[src/rtl/cpu_if_mc.sv]
// CPU register interface for a multi-channel datapath: global control/status,
// W1C interrupt and error status, per-channel start/busy tracking and config banks.
module cpu_if_mc #(
  parameter int unsigned N_CH        = 4,
  parameter int unsigned REGS_PER_CH = 8,
  parameter int unsigned ADR_W       = 10,
  parameter logic [31:0] VERSION     = 32'h0002_0000
) (
  input  logic                            i_clk,
  input  logic                            i_reset,
  input  logic [ADR_W-1:0]                i_adr,
  input  logic                            i_wr,
  input  logic [31:0]                     i_wdata,
  input  logic                            i_rd,
  output logic [31:0]                     o_rdata,
  output logic                            o_int,
  output logic                            o_soft_reset,
  output logic [N_CH-1:0]                 o_start,
  input  logic [N_CH-1:0]                 i_finish,
  output logic [N_CH*REGS_PER_CH*32-1:0]  o_cfg
);

  localparam int unsigned N_REGS = N_CH * REGS_PER_CH;
  localparam int unsigned CFG_W  = N_REGS * 32;
  localparam int unsigned CH_AW  = ADR_W - 6;

  logic [CFG_W-1:0]  r_cfg;
  logic [N_CH-1:0]   r_busy;
  logic [N_CH-1:0]   r_int_stat;
  logic [N_CH-1:0]   r_int_en;
  logic [N_CH-1:0]   r_err_ovr;
  logic [N_CH-1:0]   r_err_cfg;
  logic [N_CH-1:0]   r_start;
  logic [31:0]       r_rdata;
  logic              r_int;
  logic              r_soft_reset;

  logic              w_glb;
  logic [5:0]        w_glb_word;
  logic [CH_AW-1:0]  w_ch_blk;
  logic [3:0]        w_reg;
  logic              w_glb_wr;
  logic              w_wr_ctrl;
  logic              w_wr_istat;
  logic              w_wr_ien;
  logic              w_wr_start;
  logic              w_wr_err;
  logic              w_soft;
  logic [N_CH-1:0]   w_start_req;
  logic [N_CH-1:0]   w_start_ok;
  logic [N_CH-1:0]   w_start_ovr;
  logic [N_CH-1:0]   w_fin;
  logic [N_CH-1:0]   w_istat_clr;
  logic [N_CH-1:0]   w_err_clr_lo;
  logic [N_CH-1:0]   w_err_clr_hi;
  logic [N_CH-1:0]   w_cfg_busy;
  logic [N_REGS-1:0] w_cfg_we;
  logic [31:0]       w_cfg_rd;
  logic [31:0]       w_err32;
  logic [31:0]       w_rdata;
  logic              w_unused_adr;

  assign w_unused_adr = ^i_adr[1:0];

  // Global registers live below 0x100; channel banks start at block 4 (0x100).
  assign w_glb      = (i_adr[ADR_W-1:8] == '0);
  assign w_glb_word = i_adr[7:2];
  assign w_ch_blk   = i_adr[ADR_W-1:6];
  assign w_reg      = i_adr[5:2];

  assign w_glb_wr   = i_wr & w_glb;
  assign w_wr_ctrl  = w_glb_wr && (w_glb_word == 6'd0);
  assign w_wr_istat = w_glb_wr && (w_glb_word == 6'd2);
  assign w_wr_ien   = w_glb_wr && (w_glb_word == 6'd3);
  assign w_wr_start = w_glb_wr && (w_glb_word == 6'd4);
  assign w_wr_err   = w_glb_wr && (w_glb_word == 6'd5);
  assign w_soft     = w_wr_ctrl & i_wdata[0];

  // Busy is evaluated before the edge, so a same-cycle finish does not admit a start.
  assign w_start_req  = w_wr_start ? i_wdata[N_CH-1:0] : '0;
  assign w_start_ok   = w_start_req & ~r_busy;
  assign w_start_ovr  = w_start_req & r_busy;
  assign w_fin        = i_finish & r_busy;
  assign w_istat_clr  = w_wr_istat ? i_wdata[N_CH-1:0] : '0;
  assign w_err_clr_lo = w_wr_err ? i_wdata[N_CH-1:0] : '0;
  assign w_err_clr_hi = w_wr_err ? i_wdata[8 +: N_CH] : '0;

  // Channel bank decode: read data, write enables and config-while-busy errors.
  always_comb begin
    w_cfg_rd   = '0;
    w_cfg_we   = '0;
    w_cfg_busy = '0;
    for (int c = 0; c < N_CH; c++) begin
      for (int r = 0; r < REGS_PER_CH; r++) begin
        if ((w_ch_blk == CH_AW'(c + 4)) && (w_reg == 4'(r))) begin
          w_cfg_rd = r_cfg[(c*REGS_PER_CH + r)*32 +: 32];
          if (i_wr) begin
            if (r_busy[c]) begin
              w_cfg_busy[c] = 1'b1;
            end else begin
              w_cfg_we[c*REGS_PER_CH + r] = 1'b1;
            end
          end
        end
      end
    end
  end

  assign w_err32 = 32'(r_err_ovr) | (32'(r_err_cfg) << 8);

  always_comb begin
    w_rdata = '0;
    if (w_glb) begin
      case (w_glb_word)
        6'd1:    w_rdata = 32'(r_busy);
        6'd2:    w_rdata = 32'(r_int_stat);
        6'd3:    w_rdata = 32'(r_int_en);
        6'd5:    w_rdata = w_err32;
        6'd6:    w_rdata = VERSION;
        default: w_rdata = '0;
      endcase
    end else begin
      w_rdata = w_cfg_rd;
    end
  end

  always_ff @(posedge i_clk) begin
    if (i_reset) begin
      r_cfg        <= '0;
      r_busy       <= '0;
      r_int_stat   <= '0;
      r_int_en     <= '0;
      r_err_ovr    <= '0;
      r_err_cfg    <= '0;
      r_start      <= '0;
      r_rdata      <= '0;
      r_int        <= 1'b0;
      r_soft_reset <= 1'b0;
    end else begin
      r_soft_reset <= w_soft;
      r_int        <= |(r_int_stat & r_int_en);
      if (i_rd) begin
        r_rdata <= w_rdata;
      end
      if (w_wr_ien) begin
        r_int_en <= i_wdata[N_CH-1:0];
      end
      for (int i = 0; i < N_REGS; i++) begin
        if (w_cfg_we[i]) begin
          r_cfg[i*32 +: 32] <= i_wdata;
        end
      end
      // Soft reset wipes channel activity but keeps configuration and enables.
      if (w_soft) begin
        r_busy     <= '0;
        r_int_stat <= '0;
        r_err_ovr  <= '0;
        r_err_cfg  <= '0;
        r_start    <= '0;
      end else begin
        r_start    <= w_start_ok;
        r_busy     <= (r_busy & ~w_fin) | w_start_ok;
        r_int_stat <= (r_int_stat & ~w_istat_clr) | w_fin;
        r_err_ovr  <= (r_err_ovr & ~w_err_clr_lo) | w_start_ovr;
        r_err_cfg  <= (r_err_cfg & ~w_err_clr_hi) | w_cfg_busy;
      end
    end
  end

  assign o_rdata      = r_rdata;
  assign o_int        = r_int;
  assign o_soft_reset = r_soft_reset;
  assign o_start      = r_start;
  assign o_cfg        = r_cfg;

endmodule

[config.mk]
export PLATFORM = sky130hd
export DESIGN_NAME = cpu_if_mc
export DESIGN_NICKNAME = d
export VERILOG_FILES = /design/src/rtl/cpu_if_mc.sv
export SDC_FILE = /design/constraint.sdc
export NUM_CORES = 2
export LEC_CHECK = 0
export ABC_AREA = 1
export CAP_MARGIN = 20
export CORE_AREA = 2 2 437 439
export CTS_BUF_LIST = sky130_fd_sc_hd__clkbuf_2
export DETAILED_ROUTE_END_ITERATION = 8
export DIE_AREA = 0 0 439 441
export GPL_TIMING_DRIVEN = 0
export PLACE_DENSITY = 0.44
export SYNTH_ARGS = -nofsm -noshare
export SYNTH_HDL_FRONTEND = slang
export SYNTH_SLANG_ARGS = --single-unit
[constraint.sdc]
create_clock -name i_clk -period 6.4 [get_ports i_clk]
set_input_delay 0.64 -clock i_clk [delete_from_list [all_inputs] [get_ports i_clk]]
set_output_delay 0.64 -clock i_clk [all_outputs]
set_load 0.1 [all_outputs]
After elaboration in Yosys (flattened, before gate mapping)
Cells that the tools add are included.
{"block": "word_totals", "word_cells": 294, "in_bits": 50, "reg_bits": 1082, "out_inout_bits": 1062}
{"block": "op_classes", "muxes": 174, "n_reduce_logical": 42, "n_bitwise": 20, "eq_ne": 17}
{"cell": "32-bit 2-to-1 mux", "n": 33}
{"cell": "1-bit 2-to-1 mux", "n": 136}
{"cell": "18-bit case mux with 5 select lines", "n": 1}
{"cell": "1-bit logical AND", "n": 37}
{"cell": "4-bit bitwise AND", "n": 8}
{"cell": "4-bit by 3-bit equality test with 1-bit output, second input constant", "n": 8}
{"cell": "4-bit NOT", "n": 5}
{"cell": "6-bit by 3-bit equality test with 1-bit output, second input constant", "n": 3}
{"cell": "4-bit 2-to-1 mux", "n": 4}
{"cell": "4-bit OR", "n": 4}
{"cell": "6-bit by 2-bit equality test with 1-bit output, second input constant", "n": 2}
{"cell": "4-bit by 12-bit OR with 12-bit output", "n": 1}
{"cell": "4-bit by 2-bit equality test with 1-bit output, second input constant", "n": 2}
{"cell": "6-bit by 1-bit equality test with 1-bit output, second input constant", "n": 1}
{"cell": "6-bit zero test", "n": 1}
{"cell": "4-bit by 1-bit equality test with 1-bit output, second input constant", "n": 1}
{"cell": "4-bit zero test", "n": 1}
{"cell": "4-bit OR reduction", "n": 1}
{"cell": "1-bit bitwise AND", "n": 2}
{"cell": "2-bit zero test", "n": 1}
{"cell": "2-bit OR reduction", "n": 1}

Logic depth before layout (Yosys ltp)
{"block": "logic_depth", "depth_word": 35, "depth_mapped": 26, "depth_no_buf": 26}

Least setup slack after synthesis
Ideal clock, no wire load.
{"block": "synth_timing", "kind": "input to register", "from": "input port i_adr[5]", "to": "register r_rdata[30], in the netlist o_rdata[30]", "stages": 20, "arrival_time_ns": 2.467, "path_slack_ns": 3.801, "setup_time_ns": 0.132, "t_required_ns": 6.268, "cell_sequence": "nor2_4 > nand3_2 > nor2_2 > buf_2 > buf_4 > nand2_1 > nand2_1 > nand2_1 > nand2_1 > nand3_1 > nand2_1 > nand4_1 > nor2_1 > nand4_1 > nor2_1 > nand4_1 > nor2_1 > nand4_1 > nand2_1 > a21oi_1"}
{"block": "synth_between", "elab_chain_len": 35, "elab_cells_between_ends": 73, "cone_classes": "7 x eq/ne; 33 x mux; 33 x reduce/logical"}
{"element": "start, declared", "line_no": "11", "rtl": "input logic [ADR_W-1:0] i_adr,"}
{"element": "4-bit zero test", "line_no": "95", "rtl": "if ((w_ch_blk == CH_AW'(c + 4)) && (w_reg == 4'(r))) begin"}
{"element": "1-bit logical AND", "line_no": "95"}
{"element": "32-bit 2-to-1 mux (31 in series)", "line_no": "95"}
{"element": "32-bit 2-to-1 mux *", "line_no": "95"}
{"element": "32-bit 2-to-1 mux *", "line_no": "113", "rtl": "if (w_glb) begin"}
{"element": "end signal, assigned", "line_no": "143", "rtl": "r_rdata <= w_rdata;"}
{"element": "end, declared", "line_no": "34", "rtl": "logic [31:0] r_rdata;"}
Every way passes the cells marked *; elsewhere a longest branch is shown, timed or not.
A chain may end at the register's enable or synchronous reset.

Final worst setup path
{"block": "layout_timing", "from": "input port i_adr[6]", "to": "register r_rdata[1], in the netlist o_rdata[1]"}
{"block": "layout_between", "elab_chain_len": 35, "elab_cells_between_ends": 75, "cone_classes": "9 x eq/ne; 34 x mux; 32 x reduce/logical"}
{"element": "4-bit by 3-bit equality test with 1-bit output", "line_no": "95"}
{"element": "1-bit logical AND", "line_no": "95"}
{"element": "32-bit 2-to-1 mux (32 in series)", "line_no": "95"}
{"element": "32-bit 2-to-1 mux *", "line_no": "113"}
Marks and branches as above.

==> out/qor.csv <==
stage,metric,value,unit
min_path,Hold WC Path Type,input port to flop,
clock_tree,Worst-path clk slew,0.09,ns
detailed_routing,1st-iter DRT viols,8603,
detailed_routing,drt wl/cell,34.2,µm
timing,RSZ-0062 raised after global routing,false,
critical_path,Critical Path AT,8.12,ns
detailed_routing,drt drc,0,
power,NetSw,4500,µW
floorplan,initial core utilization,0.248,
synth,Ys Warns,0,
synth,post-synth top area share,0.462,
cells_and_area,nets,8412,
clock_tree,Root Driver,clkbuf_2,
timing,Final min period,6.26,ns
synth,most instantiated library cell after synthesis,nand2_1,
synth,Yosys cell types,40,
synth,number of synthesized flops with an enable pin,0,
timing,Rel. slew slack,0.0618,
grt,first-pass GRT wire length,491000,µm
grt,initial antenna violation count,62,
synth,syn nets,6819,
power,Sw Ratio,0.331,
floorplan,Die Y,441,µm
timing,setup_tns,0,ns
power,Pleak,0.0221,µW
cells_and_area,fraction of layout cells with a size suffix above 1,0.0853,
floorplan,CORE AREA,0.189,mm²
detailed_routing,final WL,380000,µm
timing,"Period Utilization, post-route",0.978,
critical_path,CP max stage cell,clkdlybuf4s50_1,
timing,Slew Limit Fails,0,
critical_path,worst-path fanout max,10,
power,Comb power frac,0.092,
grt,gr usage total,0.374,
power,Internal,9080,µW
detailed_routing,vias,60800,
floorplan,total die area,0.194,mm²
timing,"Hold Vio Cnt, Final",0,
synth,synthesized area,0.0469,mm²
timing,final setup vio count,0,
placement,post-detail-place hpwl,294000,µm
floorplan,Top-Level Pins,1112,
synth,synthesized flop and latch total,1082,
power,peak supply drop,0.152,mV
synth,Post-Syn Area per Cell,6.93,µm²
synth,sequential area share after synthesis,0.462,
clock_tree,H-tree levels,5,
synth,Mapped Cells,6769,
critical_path,CP max stage delay,0.73,ns
detailed_routing,drt via density,5.47,
synth,commonest cells in the netlist,"nand2_1 (1,651), a21oi_1 (1,145), dfxtp_1 (1,082)",
detailed_routing,TritonRoute pass-1 iters,6,
placement,global placement routability congestion,1.00,
timing,actual slew at the worst max-slew pin,1.41,ns
power,Reg power frac,0.498,
detailed_routing,ANT nets after route,0,
clock_tree,CTS buffer count,335,
power,clock network power share,0.410,
clock_tree,Post-CTS Setup Bufs,0,
cells_and_area,design area,0.0661,mm²
synth,dominant cells by area after synthesis,"dfxtp_1 (46%), nand2_1 (13%), a21oi_1 (12%)",
critical_path,Worst Setup Start Kind,input port,
clock_tree,clk_lat worst skew,1.97,ns
critical_path,cell mode on critical path,nand2_1,
synth,"area leader, netlist",dfxtp_1,
placement,placed cell areas,0.0625,mm²
critical_path,CP Capture Type,flop,
grt,vias in the first global route,55000,
timing,Max Fclk,160,MHz
grt,largest net degree at the start of global routing,17,
grt,grt total ovfl,0,
clock_tree,clk buf depth,4,
floorplan,Die Wd,439,µm
timing,Worst Skew,0.114,ns
critical_path,CP Class,input port to flop,
clock_tree,CTS tree,done,
synth,Synth Flop Type,dfxtp_1,
synth,ys async rst share,0,
floorplan,Rows,160,
clock_tree,clock sink total,1082,
run,MaxCap Viol Count,0,
placement,I/O Buffers,1108,
critical_path,Worst EP required,8.27,ns
cells_and_area,area growth from synthesis to layout,41.0,%
run_status,status,"finished, final reports clean",
power,P per Cell Area,205,mW/mm²
==> metal layers <==
layer / share of wire / up-vias / GRT usage
li1: - / 25800 / -
met1: 0.38 / 29300 / 0.452
met2: 0.44 / 4533 / 0.576
met3: 0.10 / 1144 / 0.0945
met4: 0.083 / 26 / 0.268
met5: 0.00047 / - / 0
==> per-stage QoR <==
| step | utilization | worst slack (ns) | hold slack, ns | total power (µW) | cells |
|---|---|---|---|---|---|
| 3_3_place_gp | 0.323 | 0.241 | 0.455 | 8000 | 10400 |
| 5_1_grt | 0.349 | 0.438 | 0.138 | 13900 | 11100 |
| 2_1_floorplan | - | 3.80 | 0.440 | 7350 | 6769 |
| 3_5_place_dp | 0.330 | 0.211 | 0.459 | 8070 | 10500 |
| 4_1_cts | 0.349 | 0.887 | 0.0212 | 13500 | 11100 |
| 6_report | 0.350 | 0.144 | 0.207 | 13600 | 11100 |
==> registers in the layout, indices dropped and copies added, names as in the netlist <==
| signal | flops |
|---|---|
| r_err_cfg | 4 |
| r_busy | 4 |
| r_int_stat | 4 |
| o_soft_reset | 1 |
| o_cfg | 1024 |
| o_int | 1 |
| r_err_ovr | 4 |
| r_int_en | 4 |
| o_rdata | 32 |
| o_start | 4 |
==> final timing paths <==
path / slack [ns] / endpoint / from / depth (start not counted)
max reg2reg: 1.29 / o_rdata[1] / o_cfg[1] / 21
max: 0.14 / o_rdata[1] / i_adr[6] / 28
min: 0.21 / o_cfg[219] / i_wdata[27] / 4
min reg2reg: 0.47 / o_rdata[23] / o_rdata[23] / 2
==> worst max-delay path, delay by kind of cell <==
kind / cells / cell delay, ns
buf+inv: 6 / 2.95
simple gates: 22 / 4.50
==> cell families after synthesis <==
logic type      share of synthesized area
mux                              0.000213
compound gates                      0.182
flops                               0.462
buf+inv                            0.0901
simple gates                        0.266
==> power by group through the flow <==
stage          Clock [µW]  Sequential, µW  Combinational [µW]
3_3_place_gp            0            6920                1090
4_1_cts              5560            6760                1200
2_1_floorplan           0            7010                 339
3_5_place_dp            0            6920                1150
5_1_grt              5900            6760                1240
6_report             5570            6760                1250
==> placed cells by master, fill, tap and decap left out, drive strengths merged, types with 49 or more instances in the layout <==
| master | count |
|---|---|
| clkdlybuf4s50 | 1107 |
| nand3 | 779 |
| nor2 | 288 |
| clkinv | 49 |
| dfxtp | 1082 |
| clkbuf | 1007 |
| nand2 | 1657 |
| nand4 | 151 |
| a21oi | 1145 |
| inv | 490 |
| o21ai | 503 |
| dlygate4sd3 | 86 |
| buf | 138 |
==> layout make-up <==
type	instances	area, µm²
multi-input combinational	4588	21000
clock inverter	47	287
sequential	1082	21700
clock buffer	479	2400
inverter	496	1860
antenna	42	105
timing repair buffer	1256	13200
tap	2511	3140
fill	20900	123000
buffer	603	2470
==> what timing repair did <==
item	in CTS	in global routing
hold buffers	86	0
hold endpoints to repair	332	0
gates resized for setup	0	0
setup endpoints to repair	0	0
Power figures use the tool's default switching activity.
